## config.mk

```make
export PLATFORM = sky130hd
export DESIGN_NAME = mul_repeated_add
export DESIGN_NICKNAME = d
export VERILOG_FILES = /design/src/rtl/mul_repeated_add.sv
export SDC_FILE = /design/constraint.sdc
export NUM_CORES = 1
export LEC_CHECK = 0
export ABC_AREA = 1
export CAP_MARGIN = 20
export CELL_PAD_IN_SITES_DETAIL_PLACEMENT = 0
export CELL_PAD_IN_SITES_GLOBAL_PLACEMENT = 1
export CORE_MARGIN = 4
export CORE_UTILIZATION = 40
export CTS_CLUSTER_SIZE = 14
export DETAILED_ROUTE_END_ITERATION = 6
export MAX_ROUTING_LAYER = met4
export PLACE_DENSITY_LB_ADDON = 0.1
export REMOVE_ABC_BUFFERS = 1
export SETUP_SLACK_MARGIN = 0.05
export SKIP_CTS_REPAIR_TIMING = 1
export SLEW_MARGIN = 20
export SYNTH_ARGS = -nofsm -noshare
export SYNTH_HDL_FRONTEND = slang
export SYNTH_SLANG_ARGS = --single-unit
export TNS_END_PERCENT = 50
```

## constraint.sdc

```tcl
create_clock -name clk -period 1.8 [get_ports clk]
set_input_delay 0.18 -clock clk [delete_from_list [all_inputs] [get_ports clk]]
set_output_delay 0.18 -clock clk [all_outputs]
set_load 0.02 [all_outputs]
```

## src/rtl/mul_repeated_add.sv

```systemverilog
// Unsigned sequential multiplier: product = A * B formed by adding A into an
// accumulator B times, with operands loaded serially from a shared bus.
module mul_repeated_add #(
    parameter int WIDTH = 16
) (
    input  logic             clk,
    input  logic             rst_n,
    input  logic             start,
    input  logic [WIDTH-1:0] data_in,
    output logic [WIDTH-1:0] product,
    output logic             done,
    output logic             busy
);

    typedef enum logic [2:0] {
        S_IDLE,
        S_LOAD_A,
        S_LOAD_B,
        S_CALC,
        S_DONE
    } state_e;

    state_e           state_q, state_d;
    logic [WIDTH-1:0] a_q, a_d;
    logic [WIDTH-1:0] b_q, b_d;
    logic [WIDTH-1:0] p_q, p_d;
    logic             b_eqz;

    // B doubles as the remaining-iteration counter.
    assign b_eqz = (b_q == '0);

    always_comb begin
        // NOTE: every next-state value defaults to "hold" first so no branch can infer a latch.
        state_d = state_q;
        a_d     = a_q;
        b_d     = b_q;
        p_d     = p_q;

        case (state_q)
            S_IDLE: begin
                if (start) state_d = S_LOAD_A;
            end
            S_LOAD_A: begin
                a_d     = data_in;
                state_d = S_LOAD_B;
            end
            S_LOAD_B: begin
                b_d     = data_in;
                p_d     = '0;
                state_d = S_CALC;
            end
            S_CALC: begin
                if (b_eqz) begin
                    state_d = S_DONE;
                end else begin
                    p_d = p_q + a_q;
                    b_d = b_q - WIDTH'(1);
                end
            end
            S_DONE: begin
                // Start must be seen low before another operation can begin.
                if (!start) state_d = S_IDLE;
            end
            default: state_d = S_IDLE;
        endcase
    end

    always_ff @(posedge clk) begin
        // NOTE: state updates use non-blocking assignments so all registers see pre-edge values.
        if (!rst_n) begin
            state_q <= S_IDLE;
            a_q     <= '0;
            b_q     <= '0;
            p_q     <= '0;
        end else begin
            state_q <= state_d;
            a_q     <= a_d;
            b_q     <= b_d;
            p_q     <= p_d;
        end
    end

    assign product = p_q;
    assign done    = (state_q == S_DONE);
    assign busy    = (state_q == S_LOAD_A) || (state_q == S_LOAD_B) || (state_q == S_CALC);

endmodule

```

* After elaboration in Yosys (flattened, before gate mapping) *
Cells that the tools add are included.

operators by class
  eq/ne operators = 8
  multiplexer cells = 8
  add/sub/neg operators = 2
  reduce and logical (&&, ||, !) cells = 7

operators with widths
  kind                                                  count
  case mux 16 bit (2 select lines)                      2
  two-way mux 16 bit                                    2
  adder 16 bit                                          1
  zero test 16 bit                                      1
  subtractor 16 x 1 -> 16 bit (second input constant)   1
  case mux 3 bit (5 select lines)                       1
  two-way mux 3 bit                                     3
  != test 2 bit (second input constant)                 4
  equality test 3 x 2 -> 1 bit (second input constant)  2
  equality test 3 x 1 -> 1 bit (second input constant)  1
  equality test 3 bit (second input constant)           1
  zero test 3 bit                                       1
  AND reduction 3 bit                                   1
  logical OR 1 bit                                      2
  AND reduction 2 bit                                   1
  nonzero test 2 bit                                    1

storage, ports and cells
  bits of input ports = 19
  bits in registers = 51
  output and inout port bits = 18
  logic and storage cells = 29

* Depth between registers and ports, before layout *
  depth in word-level cells = 3
  mapped depth = 12
  gate-level depth less buffers = 12

* Worst setup path after synthesis *
No wires, ideal clock.

  path kind = reg-to-reg
  start point = register p_q[0] (netlist: product[0])
  end point = register p_q[8] (netlist: product[8])
  stages on the path, launching flop included = 13
  setup slack = 26 ps
  data required time = 1730 ps
  buffers on the path = 0
  library setup time = 70 ps
  data arrival time = 1704 ps
  clock period less this slack = 1774 ps
  cell sequence = dfxtp_1 ha_1 inv_1 fa_1 inv_1 nand3_1 nand3_1 nand2_1 nand3_1 nor2_1 nor2_1 nand2_1 a21oi_1

on the way
  longest elaborated chain between the ends = 3

RTL lines
  what                              RTL line  RTL
  from (decl)                       26        logic [WIDTH-1:0] p_q, p_d;
  from (signal assigned)            79        p_q <= p_d;
  adder 16 bit                      56        p_d = p_q + a_q;
  two-way mux 16 bit                53        if (b_eqz) begin
  case mux 16 bit (2 select lines)  39        case (state_q)

No other way between the ends. The select of a mux whose other input is x is not followed.
A chain may end at the register's enable or synchronous reset.

* Worst setup path in the final report *
  start point = register p_q[2] (netlist: product[2])
  end point = register p_q[13] (netlist: product[13])

Same word-level chain as after synthesis.

==> results.json <==
{
  "grt_setup_unrepaired": "true",
  "floorplan.die.width_um": 99.0,
  "worst_clock_skew_ps": 8.81,
  "core.rowCount": 32,
  "end_kind": "flop",
  "layout_min_cycle_time_ps": 1620,
  "path_max_fanout": 4,
  "num_io_pins": 37,
  "clk_root_buffer_cell": "clkbuf_8",
  "timing.critical_path.arrival_ps": 1870,
  "most_used_layer_global_route": "met2",
  "cp_data_required_time_ps": 2050,
  "area_growth_synth_to_finish_pct": 21.6,
  "power.density_cell_area_nw_per_um2": 866,
  "slew_viol_final": 0,
  "tritoncts.num_buffers": 5,
  "timing_worst_slew_pin_value_ps": 365,
  "design.core.area_um2": 7890,
  "globalRouteTotalUtil": 0.183,
  "die_h_um": 99.0,
  "layout.cells.most_common": "nand2_1",
  "postSynthRegisterBits": 51,
  "layout.nets": 595,
  "dp_hpwl_um": 6550,
  "drt_pass1_iterations": 4,
  "postSynthCellCount": 515,
  "ctsLongestPathBuffers": 2,
  "cts_h_tree_depth": 2,
  "number_of_global_route_vias_before_repair": 3060,
  "clk_pin_slew_ps": 100,
  "outcome": "finished, final reports clean",
  "start_util": 0.420,
  "netlist_area_um2": 3310,
  "die_ar_um2": 9800,
  "post-route-period-util": 0.901,
  "diodes": 0,
  "syn_avg_cell_area_um2": 6.43,
  "drv_cap": 0,
  "report.final.setup_viol": 0,
  "ys_types": 34,
  "ratio_of_cells_with_drive_above_1_in_the_final_layout": 0.111,
  "wire_per_inst_um": 13.1,
  "dr_total_vias": 3223,
  "synth_sequential_area_ratio": 0.308,
  "clock_tree_from_tritoncts": "done",
  "grt_pass1_wl_um": 14300,
  "layout_common_cells": "nand2_1 (133), inv_1 (65), nor2_1 (52), a21oi_1 (48), dfxtp_1 (48)",
  "slew-limit-headroom": 0.755,
  "postRouteWirelength_um": 8630,
  "critPathKind": "reg2reg",
  "grt_overflow_total": 0,
  "hold_viol": 0,
  "cp-start-kind": "flop",
  "place_worst_setup_slack_ps": 94.6,
  "numClockSinks": 51,
  "globalRouteMet2Util": 0.300,
  "grt_start_max_net_pins": 34,
  "hold_path_class": "reg2reg",
  "drt-vias-per-instance": 4.88,
  "max-vdd-ir-drop_mv": 0.492,
  "final_critical_path_setup_slack_ps": 178,
  "utilization": 0.511,
  "clock_insertion_delay_worst_skew_ps": 310,
  "route.detailed.drc": 0,
  "placement.io_buffers": 36,
  "fillerInstances": 823,
  "grt_util_met1": 0.236,
  "fmax_mhz": 617,
  "ant_nets": 0,
  "number_of_antenna_violations_at_the_first_check_in_global_routing": 0,
  "total_leakage_power_nw": 1.88,
  "dr.first_iter.drc_count": 92,
  "met3_usage": 0.0226,
  "replace_congestion": 0.819,
  "synth-warning-count": 0
}
-- critical path: stages (launching register included) --
cell      delay, ps
dfxtp_1         340
ha_1            310
or2_2           320
nand3b_1        110
nand2_2          90
nand2_2          90
nand2_1          50
nand2_1          60
nand3_1          70
a21oi_1         120
-- layer usage --
| layer | vias to the layer above | routed length (um) |
|---|---|---|
| met4 | 0 | 170 |
| met5 | - | 0 |
| met3 | 13 | 202 |
| li1 | 1740 | - |
| met2 | 40 | 4060 |
| met1 | 1430 | 4200 |
-- synthesized netlist by cell type --
cell / instances / area (um^2)
nand2_1: 137 / 514
buf_6: 5 / 56.3
nand2_4: 2 / 22.5
inv_2: 4 / 15.0
buf_2: 2 / 10.0
nand3_1: 32 / 160
nor2_4: 2 / 22.5
nor2_2: 2 / 12.5
o211ai_1: 1 / 7.51
ha_1: 17 / 213
clkbuf_1: 7 / 26.3
nand4_1: 3 / 18.8
o21ai_1: 26 / 130
a22oi_1: 1 / 7.51
nand3_2: 1 / 10.0
a21o_1: 1 / 7.51
nor2_1: 53 / 199
o211a_1: 1 / 10.0
nand2_2: 2 / 12.5
o2111ai_1: 1 / 8.76
nor3_1: 5 / 25.0
xor2_1: 3 / 26.3
a21oi_4: 1 / 16.3
or2_2: 2 / 12.5
inv_1: 66 / 248
fa_1: 1 / 20.0
nor3_4: 1 / 16.3
inv_4: 1 / 6.26
a21oi_1: 51 / 255
mux2i_1: 1 / 10.0
xnor2_1: 6 / 52.6
o21ai_0: 22 / 110
nand3b_1: 4 / 30.0
dfxtp_1: 51 / 1020
-- flip-flops by register name, summed over array words and instances (netlist names) --
register,count
a_q,16
b_q,16
product,16
state_q,3
-- cell families (layout without fill, tap and decap cells) --
family	after synthesis	after routing	synth area share
AO/OA/AOI/OAI	105	105	0.167
XOR/XNOR	9	9	0.0238
adder cells (fa/ha/maj)	18	18	0.0702
buffers and inverters	85	129	0.109
flip-flops	51	51	0.308
multiplexers	1	1	0.00302
AND/OR/NAND/NOR	246	246	0.319
-- path summary, 6_finish.rpt --
path / end / from / depth (start not counted) / slack [ps]
worst max register to register: product[13] / product[2] / 9 / 180
worst max-delay path: product[13] / product[2] / 9 / 180
worst min-delay path: a_q[0] / a_q[0] / 2 / 450
worst min register to register: a_q[0] / a_q[0] / 2 / 450
-- power breakdown --
part / switching (mW) / leakage [nW] / internal [mW] / total, mW
sequential: 0.125 / 0.418 / 1.26 / 1.39
combinational: 0.821 / 1.41 / 0.535 / 1.36
clock: 0.391 / 0.0515 / 0.352 / 0.743
total: 1.34 / 1.88 / 2.15 / 3.49
-- area by class of cell --
type / instances / area, um^2 / area share
Timing Repair Buffer: 50 / 503 / 0.125
Multi-Input combinational cell: 379 / 2000 / 0.496
Clock buffer: 8 / 100 / 0.0248
Tap cell: 102 / 128 / 0.0317
Sequential cell: 51 / 1020 / 0.254
Inverter: 71 / 274 / 0.0680
-- per-stage QoR --
stage / TNS [ps] / total power [mW] / std cells / hold slack, ps / area, um^2
finish: 0 / 3.49 / 661 / 453 / 4030
global route: 0 / 3.76 / 661 / 488 / 4030
CTS: -86.2 / 3.48 / 660 / 459 / 3920
detailed placement: 0 / 2.73 / 652 / 443 / 3820
global placement: 0 / 2.71 / 652 / 438 / 3820
floorplan: 0 / 2.33 / 501 / 278 / 3220
(Power assumes the default switching activity.)
==> RTL edit 1, RTL diff (same flow settings) <==
Take the reset off `a_q`, `b_q` and `p_q` and load them in a clocked block of their own.
--- a/src/rtl/mul_repeated_add.sv
+++ b/src/rtl/mul_repeated_add.sv
@@ -69,15 +69,15 @@
         // NOTE: state updates use non-blocking assignments so all registers see pre-edge values.
         if (!rst_n) begin
             state_q <= S_IDLE;
-            a_q     <= '0;
-            b_q     <= '0;
-            p_q     <= '0;
         end else begin
             state_q <= state_d;
-            a_q     <= a_d;
-            b_q     <= b_d;
-            p_q     <= p_d;
         end
+    end
+
+    always_ff @(posedge clk) begin
+        a_q <= a_d;
+        b_q <= b_d;
+        p_q <= p_d;
     end
 
     assign product = p_q;
Check against the original RTL: differs if rst_n is asserted again (counterexample within 10 cycles, from zero or initial values and one cycle with rst_n low); with rst_n held inactive, the same outputs for 10 cycles.
==> RTL edit 1 against the unedited design <==
- the flow now finishes with violations (negative setup slack)
- wire length fell by 13%
- via count fell by 18%
- non-clock buffer count up 12
- sequential cell count stayed put
- area after synthesis decreased by 6.1%
- hold slack improved by 3.5 ps
- worst setup slack got worse by 180 ps
- clock power grew 9.8%
- power grew 14%
- cell area increased by 1.4%
- synthesized cell count fell by 26%
- first-iteration DRC count up 18%
- largest power group unchanged
==> RTL edit 1: results (changes against the unedited design) <==
Status
  • Status: finished with violations
  • Failing checks: negative setup slack

Logic synthesis
  • Top cells by area, synth: edfxtp_1 (46%), nand2_1 (14%), inv_1 (6.6%), ha_1 (6.4%), nor2_1 (5.4%)
  • Register area share after synthesis: 48.3% (+17 points)
  • Yosys cell types: 29 (-15%)
  • Post-synth ARST share: 0% (unchanged)
  • Primary FF master, synth: edfxtp_1
  • Syn Area/Cell: 8.14 sq um (+27%)
  • Number of synthesized flops with an enable pin: 48 (+48)
  • Yosys warning count: 0 (unchanged)
  • Top cells by count, synth: nand2_1 (119), inv_1 (55), edfxtp_1 (48), nor2_1 (45), nand3_1 (23)

Global route
  • Met3 Resource Use GR: 2.81% (+0.55 points)
  • First-pass GRT wire length: 11.6 mm (-19%)
  • Initial antenna violation count: 0 (unchanged)
  • Met1 Use GR: 21.7% (-2.0 points)
  • M2 GR Usage: 27.0% (-3.0 points)
  • Number of global-route vias before repair: 2516 (-18%)
  • Tot GR Track Use: 16.8% (-1.5 points)

Routing
  • Met1 WL: 3.48 mm (-17%)
  • Wire length per cell: 13.8 microns (+5.6%)
  • Vias per std cell: 4.82 (-1.1%)
  • Met3 wire len: 268 microns (+33%)
  • First-pass iteration count of the detailed router: 4 (unchanged)
  • Initial DRC count: 109 (+18%)
  • DRC Markers: 0 (unchanged)
  • Vias post-DR: 2637 (-18%)
  • Metal2 WL: 3.70 mm (-8.8%)

Min path
  • Hold Path Class: input port to register
  • Hold depth: 1 (-1)

Flow run
  • Max Cap Violations: 0 (unchanged)

Finish
  • # fillers: 716 (-13%)
  • Nets@finish: 483 (-19%)
  • Ant diodes: 0 (unchanged)
  • Share of cells above drive strength 1: 17.4% (+6.3 points)

Pwr
  • Leak: 0.00179 uW (-5.0%)
  • Maximum vdd drop: 0.367 mV (-25%)

Place
  • Dpl ws: -103 ps (-198 ps)
  • GP Congestion: 0.826 (+0.83%)
  • Inst Count DP: 531 (-19%)
  • DP HPWL: 5.38 mm (-18%)
  • IO buf count: 36 (unchanged)

STA
  • Setup Viol. Count Final: 1 (+1)
  • Hold WS: 457 ps (+3.47 ps)
  • Max transition margin: 78.1% (+2.6 points)
  • Clock Skews: 12.0 ps (+3.20 ps)
  • Post-route setup slack: -6.51 ps (-185 ps)

CTS
  • H-tree depth: 2 (unchanged)
  • CTS max path bufs: 2 (unchanged)
  • Worst skew pair latency: 310 ps (about the same)
  • Clk pin slew, worst setup/hold paths: 100 ps (about the same)
  • Clock Root Buffer: clkbuf_8

Worst setup path
  • Worst EP arrival: 1880 ps
  • CP Max Fanout: 4 (unchanged)
  • Cells on worst reg2reg path: 9 (unchanged)
RTL edit 1: changes by cell type after synthesis, moves of 14 or more:
cell      delta
nand2_1     -18
o21ai_0     -14
dfxtp_1     -48
edfxtp_1    +48
o21ai_1     -18
a21oi_1     -32
RTL edit 1: power breakdown:
group          total (uW)  switching, uW  internal (uW)
logic                1510            860            653
registers            1660            131           1520
clock network         816            399            417
total                3980           1390           2590
RTL edit 1: path summary, 6_finish.rpt:
check / start / endpoint
max: product[0] / product[6]
max reg2reg: product[0] / product[6]
min: data_in[14] / a_q[14]
min reg2reg: b_q[0] / b_q[0]
RTL edit 1: stage by stage:
| step | setup TNS (ps) | instance area (sq um) | util, % |
|---|---|---|---|
| final | -6.51 | 4090 | 55.2 |
| after global routing | -815 | 4090 | 55.2 |
| after CTS | -540 | 3810 | 51.5 |
| after detailed placement | -323 | 3710 | 50.0 |
| after global placement | -164 | 3710 | 50.0 |
| after floorplan | -18160 | 3070 | - |
RTL edit 1: worst max-delay path, stage by stage (launching register included):
cell and delay (ps):
edfxtp_1 420, ha_2 210, fa_2 380, nand2_2 90
nand3_2 60, nand3_2 80, nand2_4 60, buf_6 110
o21ai_2 110, a21oi_1 50
RTL edit 1: kinds of logic after synthesis:
| family | share of synthesized area [%] |
|---|---|
| buf+inv | 8.29 |
| xor+xnor | 1.97 |
| simple gates | 27.9 |
| compound gates | 6.52 |
| fa+ha+maj | 7.08 |
| flops | 48.3 |
RTL edit 1: final cells by class:
cell class	instances	area [sq um]	share of cell area, %
Clock buffer	7	76.3	1.87
Timing Repair Buffer	62	592	14.5
Clock inverter	1	30.0	0.735
Sequential cell	51	1500	36.7
Inverter	57	216	5.30
Tap cell	99	124	3.03
Multi-Input combinational cell	270	1550	37.8
==> RTL edit 2, RTL diff (same settings) <==
Made on the original files. `WIDTH`: 16 -> 32.
--- a/src/rtl/mul_repeated_add.sv
+++ b/src/rtl/mul_repeated_add.sv
@@ -1,7 +1,7 @@
 // Unsigned sequential multiplier: product = A * B formed by adding A into an
 // accumulator B times, with operands loaded serially from a shared bus.
 module mul_repeated_add #(
-    parameter int WIDTH = 16
+    parameter int WIDTH = 32
 ) (
     input  logic             clk,
     input  logic             rst_n,
Ports: changed (resized data_in and product); port bits go from 37 to 69. The function was not compared with the original's and may differ.
==> RTL edit 2 against the unedited design <==
- the flow now finishes with violations (negative setup slack)
- cell area grew to 2.6 times the old value
- sequential cell count is 48 higher
- via count is 140% higher
- wire length grew to 2.7 times the old value
- highest routed layer unchanged
- power is 140% higher
- worst setup slack worse by 340 ps
- critical endpoint is now product[14]
- sequential power is 95% higher
- area after synthesis is 110% higher
- critical path type unchanged
==> RTL edit 2: results (changes against the unedited design) <==
Status
  • Status: finished with violations
  • Failing checks: negative setup slack

Min path
  • Hold Path Class: input port to register

STA
  • Setup Viol. Count Final: 60 (+60)
  • Setup TNS: -3680 ps (-3680 ps)
  • Clock Skews: 9.94 ps (+1.13 ps)
  • Post-route setup slack: -157 ps (-335 ps)
  • Max transition margin: 69.0% (-6.5 points)

Place
  • DP HPWL: 16.9 mm (+160%)
  • Inst Count DP: 1541 (+140%)
  • GP Congestion: 0.918 (+12%)
  • IO buf count: 68 (+89%)
  • Dpl ws: -133 ps (-228 ps)

CTS
  • CTS Buf Count: 9 (+4)
  • Clk pin slew, worst setup/hold paths: 80 ps (-20 ps)
  • H-tree depth: 3 (+1)
  • Clock Root Buffer: clkbuf_16
  • Worst skew pair latency: 370 ps (+60 ps)

Finish
  • Share of cells above drive strength 1: 30.9% (+20 points)
  • Fin cells: 1579 (+140%)
  • Ant diodes: 0 (unchanged)
  • # fillers: 1688 (+110%)
  • Nets@finish: 1418 (+140%)

Routing
  • Initial DRC count: 402 (+340%)
  • First-pass iteration count of the detailed router: 4 (unchanged)
  • Vias post-DR: 7647 (+140%)
  • WL final: 23.6 mm (+170%)

Worst setup path
  • CP Max Fanout: 7 (+3)
  • Worst EP arrival: 2250 ps (+380 ps)
  • Max incr delay on CP: 320 ps (-20 ps)
  • Slowest CP cell: dfxtp_1

Logic synthesis
  • Primary FF master, synth: dfxtp_1
  • Yosys warning count: 0 (unchanged)
  • Yosys cell types: 39 (+15%)
  • Syn Area/Cell: 6.01 sq um (-6.6%)
  • Top cells by count, synth: nand2_1 (336), inv_1 (178), nor2_1 (133), a21oi_1 (109), dfxtp_1 (99)
  • Register area share after synthesis: 28.3% (-2.5 points)
  • Top cells by area, synth: dfxtp_1 (28%), nand2_1 (18%), inv_1 (9.5%), a21oi_1 (7.8%), nor2_1 (7.1%)

Global route
  • First-pass GRT wire length: 34.9 mm (+140%)
  • Largest net degree at the start of global routing: 43 (+26%)
  • Tot GR Track Use: 22.8% (+4.5 points)
  • Number of global-route vias before repair: 6934 (+130%)

Pwr
  • Maximum vdd drop: 0.594 mV (+21%)
  • Leak: 0.00495 uW (+160%)
## RTL edit 2: changes by cell type in the layout (fill, tap and decap cells not counted), moves of 28 or more
cell / unedited run / this run
clkdlybuf4s50_1: 34 / 64
nor2_1: 52 / 102
a21oi_1: 48 / 85
o21ai_0: 22 / 50
nand2_1: 133 / 269
dfxtp_2: 3 / 39
inv_1: 65 / 168
nand2_2: 6 / 53
buf_4: 11 / 122
## RTL edit 2: stage by stage
| stage | area [sq um] | util, % | total power, uW |
|---|---|---|---|
| 2_1_floorplan | 6820 | - | 4260 |
| 3_3_place_gp | 8750 | 50.8 | 5610 |
| 3_5_place_dp | 8750 | 50.8 | 5620 |
| 4_1_cts | 9050 | 52.5 | 7710 |
| 5_1_grt | 10300 | 60.0 | 8940 |
| 6_report | 10300 | 60.0 | 8460 |
## RTL edit 2: kinds of logic (layout without fill, tap and decap cells)
group	count (synthesis)	after routing	synth area share (%)
AOI/OAI and AO/OA	210	210	15.5
buffers and inverters	218	406	12.4
DFF	99	99	28.3
muxes	8	8	1.14
adders and majority gates	34	34	6.18
xor gates and xnor gates	18	18	2.25
and+or+nand+nor	579	579	34.3
## RTL edit 2: power breakdown
| part | switching (uW) | internal (uW) | total, uW |
|---|---|---|---|
| Clock | 1010 | 1090 | 2100 |
| Combinational | 1930 | 1720 | 3640 |
| Sequential | 256 | 2450 | 2710 |
## RTL edit 2: layout make-up
cell class,count,area share [%]
clock buffer,9,2.18
clock inverter,7,0.714
inverter,182,6.63
multi-input combinational,849,49.2
sequential,99,19.9
tap,225,2.72
timing repair buffer,208,18.6
## RTL edit 2: worst paths after layout
kind              startpoint     endpoint  slack, ps  depth (start not counted)
hold reg to reg      a_q[28]      a_q[28]        460                          2
setup / recovery     b_q[15]  product[14]       -160                         12
hold / removal         rst_n      b_q[29]        170                          3
setup reg to reg     b_q[15]  product[14]       -160                         12
## RTL edit 2: routing by layer
layer	part of all wire (%)	vias up	GRT usage, %
li1	-	4050	-
met1	49	3491	30.6
met2	47	85	36.6
met3	2.4	21	2.59
met4	1.4	0	5.97
met5	0	-	-
## RTL edit 2: worst reg2reg max path, stage by stage (launching register included)
cell and delay [ps]:
dfxtp_1 320, nor2_2 160, nand2_2 100, nor2_4 150, nand4_4 120, nor2_4 200
nor2_4 70, nor2_4 200, buf_12 140, buf_12 100, clkbuf_16 160, nand2_1 60
a21oi_1 100
